===== config.mk =====
export PLATFORM = sky130hd
export DESIGN_NAME = spi_cmd_dispatcher
export DESIGN_NICKNAME = d
export VERILOG_FILES = /design/src/rtl/spi_cmd_dispatcher.sv
export SDC_FILE = /design/constraint.sdc
export NUM_CORES = 1
export LEC_CHECK = 0
export CAP_MARGIN = 10
export CORE_UTILIZATION = 52
export CTS_CLUSTER_SIZE = 24
export DETAILED_ROUTE_END_ITERATION = 7
export DONT_BUFFER_PORTS = 1
export GPL_TIMING_DRIVEN = 0
export HOLD_SLACK_MARGIN = 0.02
export PLACE_DENSITY = 0.73
export SLEW_MARGIN = 10
export SYNTH_ARGS = -nofsm -noshare
export SYNTH_HDL_FRONTEND = slang
export SYNTH_SLANG_ARGS = --single-unit
export TNS_END_PERCENT = 20

===== constraint.sdc =====
create_clock -name clk -period 1.97 [get_ports clk]
set_input_delay 0.0985 -clock clk [delete_from_list [all_inputs] [get_ports clk]]
set_output_delay 0.0985 -clock clk [all_outputs]
set_load 0.01 [all_outputs]

===== src/rtl/spi_cmd_dispatcher.sv =====
// -----------------------------------------------------------------------------
// spi_cmd_dispatcher
//   Takes each 24-bit frame handed over by the SPI slave (sclk domain) into the
//   clk domain, decodes the command byte and drives the tile buffer (write /
//   read) or the NPU start pulse. The result byte is left on data_out so the
//   SPI slave can shift it out on MISO during the next frame.
//
// Ports
//   clk, rst        system clock, synchronous active-high reset
//   spi_valid       frame-valid level from the SPI slave (asynchronous)
//   spi_cmd         command byte
//   spi_tile_i/j    tile row / column
//   spi_op_code     NPU operation
//   spi_data_in     payload byte
//   data_out        response byte back to the SPI slave
//   tile_wr_en      tile buffer write strobe (1 cycle)
//   tile_rd_en      tile buffer read strobe (1 cycle)
//   tile_addr       {tile_i, tile_j}
//   tile_wdata      tile write data
//   tile_rdata      tile read data
//   tile_rd_valid   tile read data valid (any latency >= 1)
//   npu_start       compute start pulse (1 cycle)
//   npu_op          op code, held from a START until the next START
//   npu_busy        compute core busy
//   status          {npu_busy, err_unk, err_tmo, err_busy, err_ovr, cmd_cnt[2:0]}
// -----------------------------------------------------------------------------
module spi_cmd_dispatcher #(
   parameter int SYNC_STAGES = 2,
   parameter int RD_TIMEOUT  = 16
) (
   input  logic       clk,
   input  logic       rst,
   input  logic       spi_valid,
   input  logic [7:0] spi_cmd,
   input  logic [2:0] spi_tile_i,
   input  logic [2:0] spi_tile_j,
   input  logic [2:0] spi_op_code,
   input  logic [7:0] spi_data_in,
   output logic [7:0] data_out,
   output logic       tile_wr_en,
   output logic       tile_rd_en,
   output logic [5:0] tile_addr,
   output logic [7:0] tile_wdata,
   input  logic [7:0] tile_rdata,
   input  logic       tile_rd_valid,
   output logic       npu_start,
   output logic [2:0] npu_op,
   input  logic       npu_busy,
   output logic [7:0] status
);

   localparam int TW = $clog2(RD_TIMEOUT + 1);

   localparam logic [7:0] CMD_NOP    = 8'h00;
   localparam logic [7:0] CMD_WRITE  = 8'h01;
   localparam logic [7:0] CMD_READ   = 8'h02;
   localparam logic [7:0] CMD_START  = 8'h03;
   localparam logic [7:0] CMD_STATUS = 8'h04;

   localparam logic [7:0] RSP_UNK  = 8'hEE;
   localparam logic [7:0] RSP_TMO  = 8'hED;
   localparam logic [7:0] RSP_BUSY = 8'hEB;
   localparam logic [7:0] RSP_ACK  = 8'hAC;

   typedef enum logic [2:0] {
      S_IDLE, S_DECODE, S_WRITE, S_READ_REQ, S_READ_WAIT, S_START, S_DONE
   } state_t;

   state_t                 state_q, state_d;
   logic [SYNC_STAGES-1:0] sync_q, sync_d;
   logic [SYNC_STAGES-1:0] fill_q, fill_d;
   logic                   prev_q, prev_d;
   logic                   armed_q, armed_d;
   logic                   sync_out, vld_pulse;

   logic [7:0]    cmd_q, cmd_d;
   logic [2:0]    op_q, op_d;
   logic [5:0]    addr_q, addr_d;
   logic [7:0]    wdata_q, wdata_d;
   logic [7:0]    dout_q, dout_d;
   logic [2:0]    npu_op_q, npu_op_d;
   logic [2:0]    cnt_q, cnt_d;
   logic [TW-1:0] timer_q, timer_d;
   logic          err_unk_q, err_unk_d;
   logic          err_tmo_q, err_tmo_d;
   logic          err_busy_q, err_busy_d;
   logic          err_ovr_q, err_ovr_d;
   logic          set_unk, set_tmo, set_busy, set_ovr, clr_err;

   // ---------------------------------------------------------------------------
   // spi_valid synchronizer + rising-edge detector.
   // fill_q shifts in ones alongside sync_q so we know when the last stage holds
   // a real sample of spi_valid rather than its reset value. Edges only count
   // once a genuine low has been observed after reset (armed_q), so a level that
   // is already high when rst drops never produces a pulse.
   // ---------------------------------------------------------------------------
   assign sync_out  = sync_q[SYNC_STAGES-1];
   assign vld_pulse = sync_out & ~prev_q & armed_q;

   always_comb begin
      sync_d  = {sync_q[SYNC_STAGES-2:0], spi_valid};
      fill_d  = {fill_q[SYNC_STAGES-2:0], 1'b1};
      prev_d  = sync_out;
      armed_d = armed_q | (fill_q[SYNC_STAGES-1] & ~sync_out);
   end

   // ---------------------------------------------------------------------------
   // Command FSM
   // ---------------------------------------------------------------------------
   always_comb begin
      state_d  = state_q;
      cmd_d    = cmd_q;
      op_d     = op_q;
      addr_d   = addr_q;
      wdata_d  = wdata_q;
      dout_d   = dout_q;
      npu_op_d = npu_op_q;
      cnt_d    = cnt_q;
      timer_d  = timer_q;
      set_unk  = 1'b0;
      set_tmo  = 1'b0;
      set_busy = 1'b0;
      clr_err  = 1'b0;
      // A new frame while a command is in flight is dropped and flagged.
      set_ovr  = vld_pulse && (state_q != S_IDLE);

      unique case (state_q)
         S_IDLE: begin
            if (vld_pulse) begin
               cmd_d   = spi_cmd;
               op_d    = spi_op_code;
               addr_d  = {spi_tile_i, spi_tile_j};
               wdata_d = spi_data_in;
               state_d = S_DECODE;
            end
         end
         S_DECODE: begin
            unique case (cmd_q)
               CMD_WRITE:  state_d = S_WRITE;
               CMD_READ:   state_d = S_READ_REQ;
               CMD_START:  state_d = S_START;
               CMD_STATUS: begin
                  dout_d  = status;
                  state_d = S_DONE;
               end
               CMD_NOP:    state_d = S_DONE;
               default: begin
                  set_unk = 1'b1;
                  dout_d  = RSP_UNK;
                  state_d = S_DONE;
               end
            endcase
         end
         S_WRITE: begin
            dout_d  = wdata_q;
            state_d = S_DONE;
         end
         S_READ_REQ: begin
            timer_d = '0;
            state_d = S_READ_WAIT;
         end
         S_READ_WAIT: begin
            if (tile_rd_valid) begin
               dout_d  = tile_rdata;
               state_d = S_DONE;
            end else if (timer_q == TW'(RD_TIMEOUT - 1)) begin
               // This is the RD_TIMEOUT-th cycle without data.
               timer_d = timer_q + TW'(1);
               set_tmo = 1'b1;
               dout_d  = RSP_TMO;
               state_d = S_DONE;
            end else begin
               timer_d = timer_q + TW'(1);
            end
         end
         S_START: begin
            if (npu_busy) begin
               set_busy = 1'b1;
               dout_d   = RSP_BUSY;
            end else begin
               npu_op_d = op_q;
               dout_d   = RSP_ACK;
            end
            state_d = S_DONE;
         end
         S_DONE: begin
            cnt_d   = cnt_q + 3'd1;
            clr_err = (cmd_q == CMD_STATUS);
            state_d = S_IDLE;
         end
         default: state_d = S_IDLE;
      endcase

      // Sticky errors; a set in the same cycle as the STATUS clear wins.
      err_unk_d  = (err_unk_q  & ~clr_err) | set_unk;
      err_tmo_d  = (err_tmo_q  & ~clr_err) | set_tmo;
      err_busy_d = (err_busy_q & ~clr_err) | set_busy;
      err_ovr_d  = (err_ovr_q  & ~clr_err) | set_ovr;
   end

   always_ff @(posedge clk) begin
      if (rst) begin
         state_q    <= S_IDLE;
         sync_q     <= '0;
         fill_q     <= '0;
         prev_q     <= 1'b0;
         armed_q    <= 1'b0;
         cmd_q      <= '0;
         op_q       <= '0;
         addr_q     <= '0;
         wdata_q    <= '0;
         dout_q     <= '0;
         npu_op_q   <= '0;
         cnt_q      <= '0;
         timer_q    <= '0;
         err_unk_q  <= 1'b0;
         err_tmo_q  <= 1'b0;
         err_busy_q <= 1'b0;
         err_ovr_q  <= 1'b0;
      end else begin
         state_q    <= state_d;
         sync_q     <= sync_d;
         fill_q     <= fill_d;
         prev_q     <= prev_d;
         armed_q    <= armed_d;
         cmd_q      <= cmd_d;
         op_q       <= op_d;
         addr_q     <= addr_d;
         wdata_q    <= wdata_d;
         dout_q     <= dout_d;
         npu_op_q   <= npu_op_d;
         cnt_q      <= cnt_d;
         timer_q    <= timer_d;
         err_unk_q  <= err_unk_d;
         err_tmo_q  <= err_tmo_d;
         err_busy_q <= err_busy_d;
         err_ovr_q  <= err_ovr_d;
      end
   end

   // Strobes decode straight from the state register so a reset drops them
   // on the same edge that returns the FSM to IDLE.
   assign tile_wr_en = (state_q == S_WRITE);
   assign tile_rd_en = (state_q == S_READ_REQ);
   assign npu_start  = (state_q == S_START) && !npu_busy;
   assign tile_addr  = addr_q;
   assign tile_wdata = wdata_q;
   assign data_out   = dout_q;
   assign npu_op     = npu_op_q;
   assign status     = {npu_busy, err_unk_q, err_tmo_q, err_busy_q, err_ovr_q, cnt_q};

endmodule

==> qor.yml <==
yosys:
  yosysWarnings: 0
  mappedNetlistNets: 338
  synth-main-ff-cell: "dfxtp_1"
  synth-simple-area-share_pct: 25.16
  syn_area_um2: 2556
  ys_types: 49
  synth_edf_count: 0
  synth_fa_ha_area_share_pct: 1.468
  syn_area_per_cell_um2: 8.607
  synth-compound-area-share_pct: 19.29
  synth-seq-cells: 57
  synth-xor-area-share_pct: 1.713
  seq_area_frac_synth_pct: 44.64
  muxShareOfSynthArea_pct: 1.175
  synth_top_family_by_area: "simple AND/OR/NAND/NOR gates"
  async_flop_share_pct: 0
  synthCells: 297
clocking:
  ctsResizeCount: 0
  cts_tree: "built"
  htreeDepth: 3
  cts.sinks: 57
  clk_pin_slew_worst_paths_ps: 60
  cts.path.max_buffers: 2
  insertion_delay_ps: 330
  cts-root-buf: "clkbuf_8"
  post-cts-setup-buffers: 0
  cts_buffers: 9
layout:
  drive_gt1_share_pct: 12.17
  fin_nets: 376
  area_growth_pct: 20.46
  final_area_um2: 3079
  diodes: 0
critical_path:
  critPathMaxStageDelay_ps: 340
  end_kind: "flip-flop"
  path_buf_inv: 0
  criticalPathCategory: "flip-flop to flip-flop"
  critPathRequiredTime_ps: 2160
  path_cells: "ha_1 -> and3_1 -> ha_1 -> o31ai_4 -> o311ai_4 -> o211ai_1 -> a21oi_1"
  start_kind: "flip-flop"
  crit_family: "compound AO/OA/AOI/OAI gates"
  arrival_ps: 2070
  cp_max_fo: 9
  slowest_stage: "dfxtp_1"
  critPathMostFrequentCell: "ha_1"
power:
  power_uw: 2379
  worst_ir_drop_vdd_v: 0.0005231
  powerDensity_nw_per_um2: 772.5
  leakage_uw: 0.001092
floorplanning:
  row_count: 25
  die_area_um2: 5200
  dieWidth_um: 72.11
  die_h_um: 72.11
  initial_core_util_pct: 54.12
  ios: 74
  core_area_um2: 4723
placement:
  io_buffers: 0
  dp_slack_ps: 132.5
  gp_congestion: 0.8383
  dpl.hpwl_mm: 4.202
  placed_cell_area_um2: 2640
grt:
  grt_max_degree: 11
  grtUsageTotal_pct: 25.53
  antenna_found_initial: 0
  first_global_vias: 2147
  grt_pass1_wl_mm: 10.05
  overflow: 0
run_status:
  status: "completed"
routing:
  wl_per_cell_um: 15.43
  routed_via_density: 5.478
  remaining_drc_errors: 0
  dr.pass1.iters: 4
  drt_iter0_drc: 127
  vias: 2213
  wirelength_mm: 6.234
  ant_nets: 0
sta:
  setup_ws_ps: 89.55
  report.final.hold_viol_count: 0
  setup_tns_ps: 0
  clock.fmax_mhz: 531.8
  rsz0062_at_grt: "false"
  min_period_ps: 1880
  period_share_pct: 95.45
  tightest_slew_ps: 622.0
  setup_violations: 0
  slew_headroom_pct: 58.53
  timing.hold.ws_ps: 51.43
  fin_skew_ps: 5.799
  slew_viol_final: 0
worst_hold_path:
  hp-class: "input port to flip-flop"
run:
  drv_cap: 0
## cell type report
| type | instances | area (µm²) |
|---|---|---|
| Tap cell | 67 | 83.83 |
| Multi-Input combinational cell | 210 | 1247 |
| Buffer | 23 | 141.4 |
| Fill cell | 391 | 1644 |
| Clock buffer | 13 | 168.9 |
| Sequential cell | 57 | 1141 |
| Inverter | 7 | 26.28 |
| Timing Repair Buffer | 27 | 270.3 |
## cell families (layout without fill, tap and decap cells)
group,Yosys count,count (layout)
XOR/XNOR,5,5
multiplexers,3,3
AND/OR/NAND/NOR,128,128
buffers and inverters,30,70
adder cells (fa/ha/maj),3,3
flip-flops,57,57
AO/OA/AOI/OAI,71,71
## sequential cells by signal, summed over array words and instances, names as in the netlist
name,count
tile_wdata,8
cmd_q,8
prev_q,1
armed_q,1
npu_op,3
state_q,3
data_out,8
op_q,3
fill_q,2
cnt_q,3
timer_q,5
tile_addr,6
err_tmo_q,1
sync_q,2
err_busy_q,1
err_unk_q,1
err_ovr_q,1
## repair_timing
action                                  CTS  global route
hold buffers                             27             0
endpoints found under the setup margin    0             0
endpoints found under the hold margin    27             0
## worst register-to-register path, delay by kind of cell (launching register included)
family	cells	cell delay (ps)
fa+ha+maj	2	450
flops	1	340
simple gates	1	180
compound gates	4	760
## final timing paths
| check | startpoint | endpoint | slack, ps | cells after the start |
|---|---|---|---|---|
| min reg2reg | fill_q[0] | fill_q[1] | 440 | 1 |
| min | tile_rdata[4] | data_out[4] | 50 | 4 |
| max | timer_q[0] | data_out[6] | 90 | 7 |
| max reg2reg | timer_q[0] | data_out[6] | 90 | 7 |
## power breakdown
part	total, µW	internal (µW)	switching (µW)
clock network	954	539	415
registers	1210	1180	29.5
logic	212	99.7	113
total	2380	1820	557
## metal layers
layer  vias up  wire length, µm  track usage [%]
met5         -                0                0
met4         0              114            10.89
met3        16              438            8.333
met2        84             3084            43.09
met1      1022             2595            29.67
li1       1091                -                -
## layout by cell type, fill, tap and decap left out, types with 2 or more instances in the layout
master         synthesis  routed
o211ai_1               4       4
xor2_1                 3       3
clkbuf_1              11      12
dfxtp_1               57      57
nor3_1                 2       2
nor2_1                29      29
a21oi_1               46      46
mux2i_1                3       3
ha_1                   3       3
o221ai_2               3       3
nand3b_1               3       3
buf_6                  4       4
nand2_1               65      65
nor4_1                 2       2
o21ai_0                4       4
buf_4                  6       6
nor2b_1                3       3
inv_1                  6       6
clkbuf_8               0      12
dlygate4sd3_1          0      27
buf_2                  2       2
and3_1                 3       3
xnor2_1                2       2
nor4_4                 2       2
nand3_1                3       3
nand2b_1               6       6
## synth_stat cells (2+ instances only)
cell | instances | area share [%]
nand2_1 | 65 | 9.5
dfxtp_1 | 57 | 45
nand3b_1 | 3 | 0.88
nor4_1 | 2 | 0.49
buf_6 | 4 | 1.8
nor4_4 | 2 | 1.7
o21ai_0 | 4 | 0.78
and3_1 | 3 | 0.73
mux2i_1 | 3 | 1.2
ha_1 | 3 | 1.5
o211ai_1 | 4 | 1.2
nand3_1 | 3 | 0.59
a21oi_1 | 46 | 9.0
nor3_1 | 2 | 0.39
nor2_1 | 29 | 4.3
xor2_1 | 3 | 1.0
buf_4 | 6 | 1.8
xnor2_1 | 2 | 0.69
clkbuf_1 | 11 | 1.6
nor2b_1 | 3 | 0.73
nand2b_1 | 6 | 1.5
inv_1 | 6 | 0.88
o221ai_2 | 3 | 1.8
buf_2 | 2 | 0.39
## per-stage QoR
stage	util, %	std cells
5_1_grt	65.19	404
2_1_floorplan	-	297
3_5_place_dp	55.89	364
4_1_cts	65.19	404
6_report	65.19	404
3_3_place_gp	55.89	364
(Power assumes the default switching activity.)
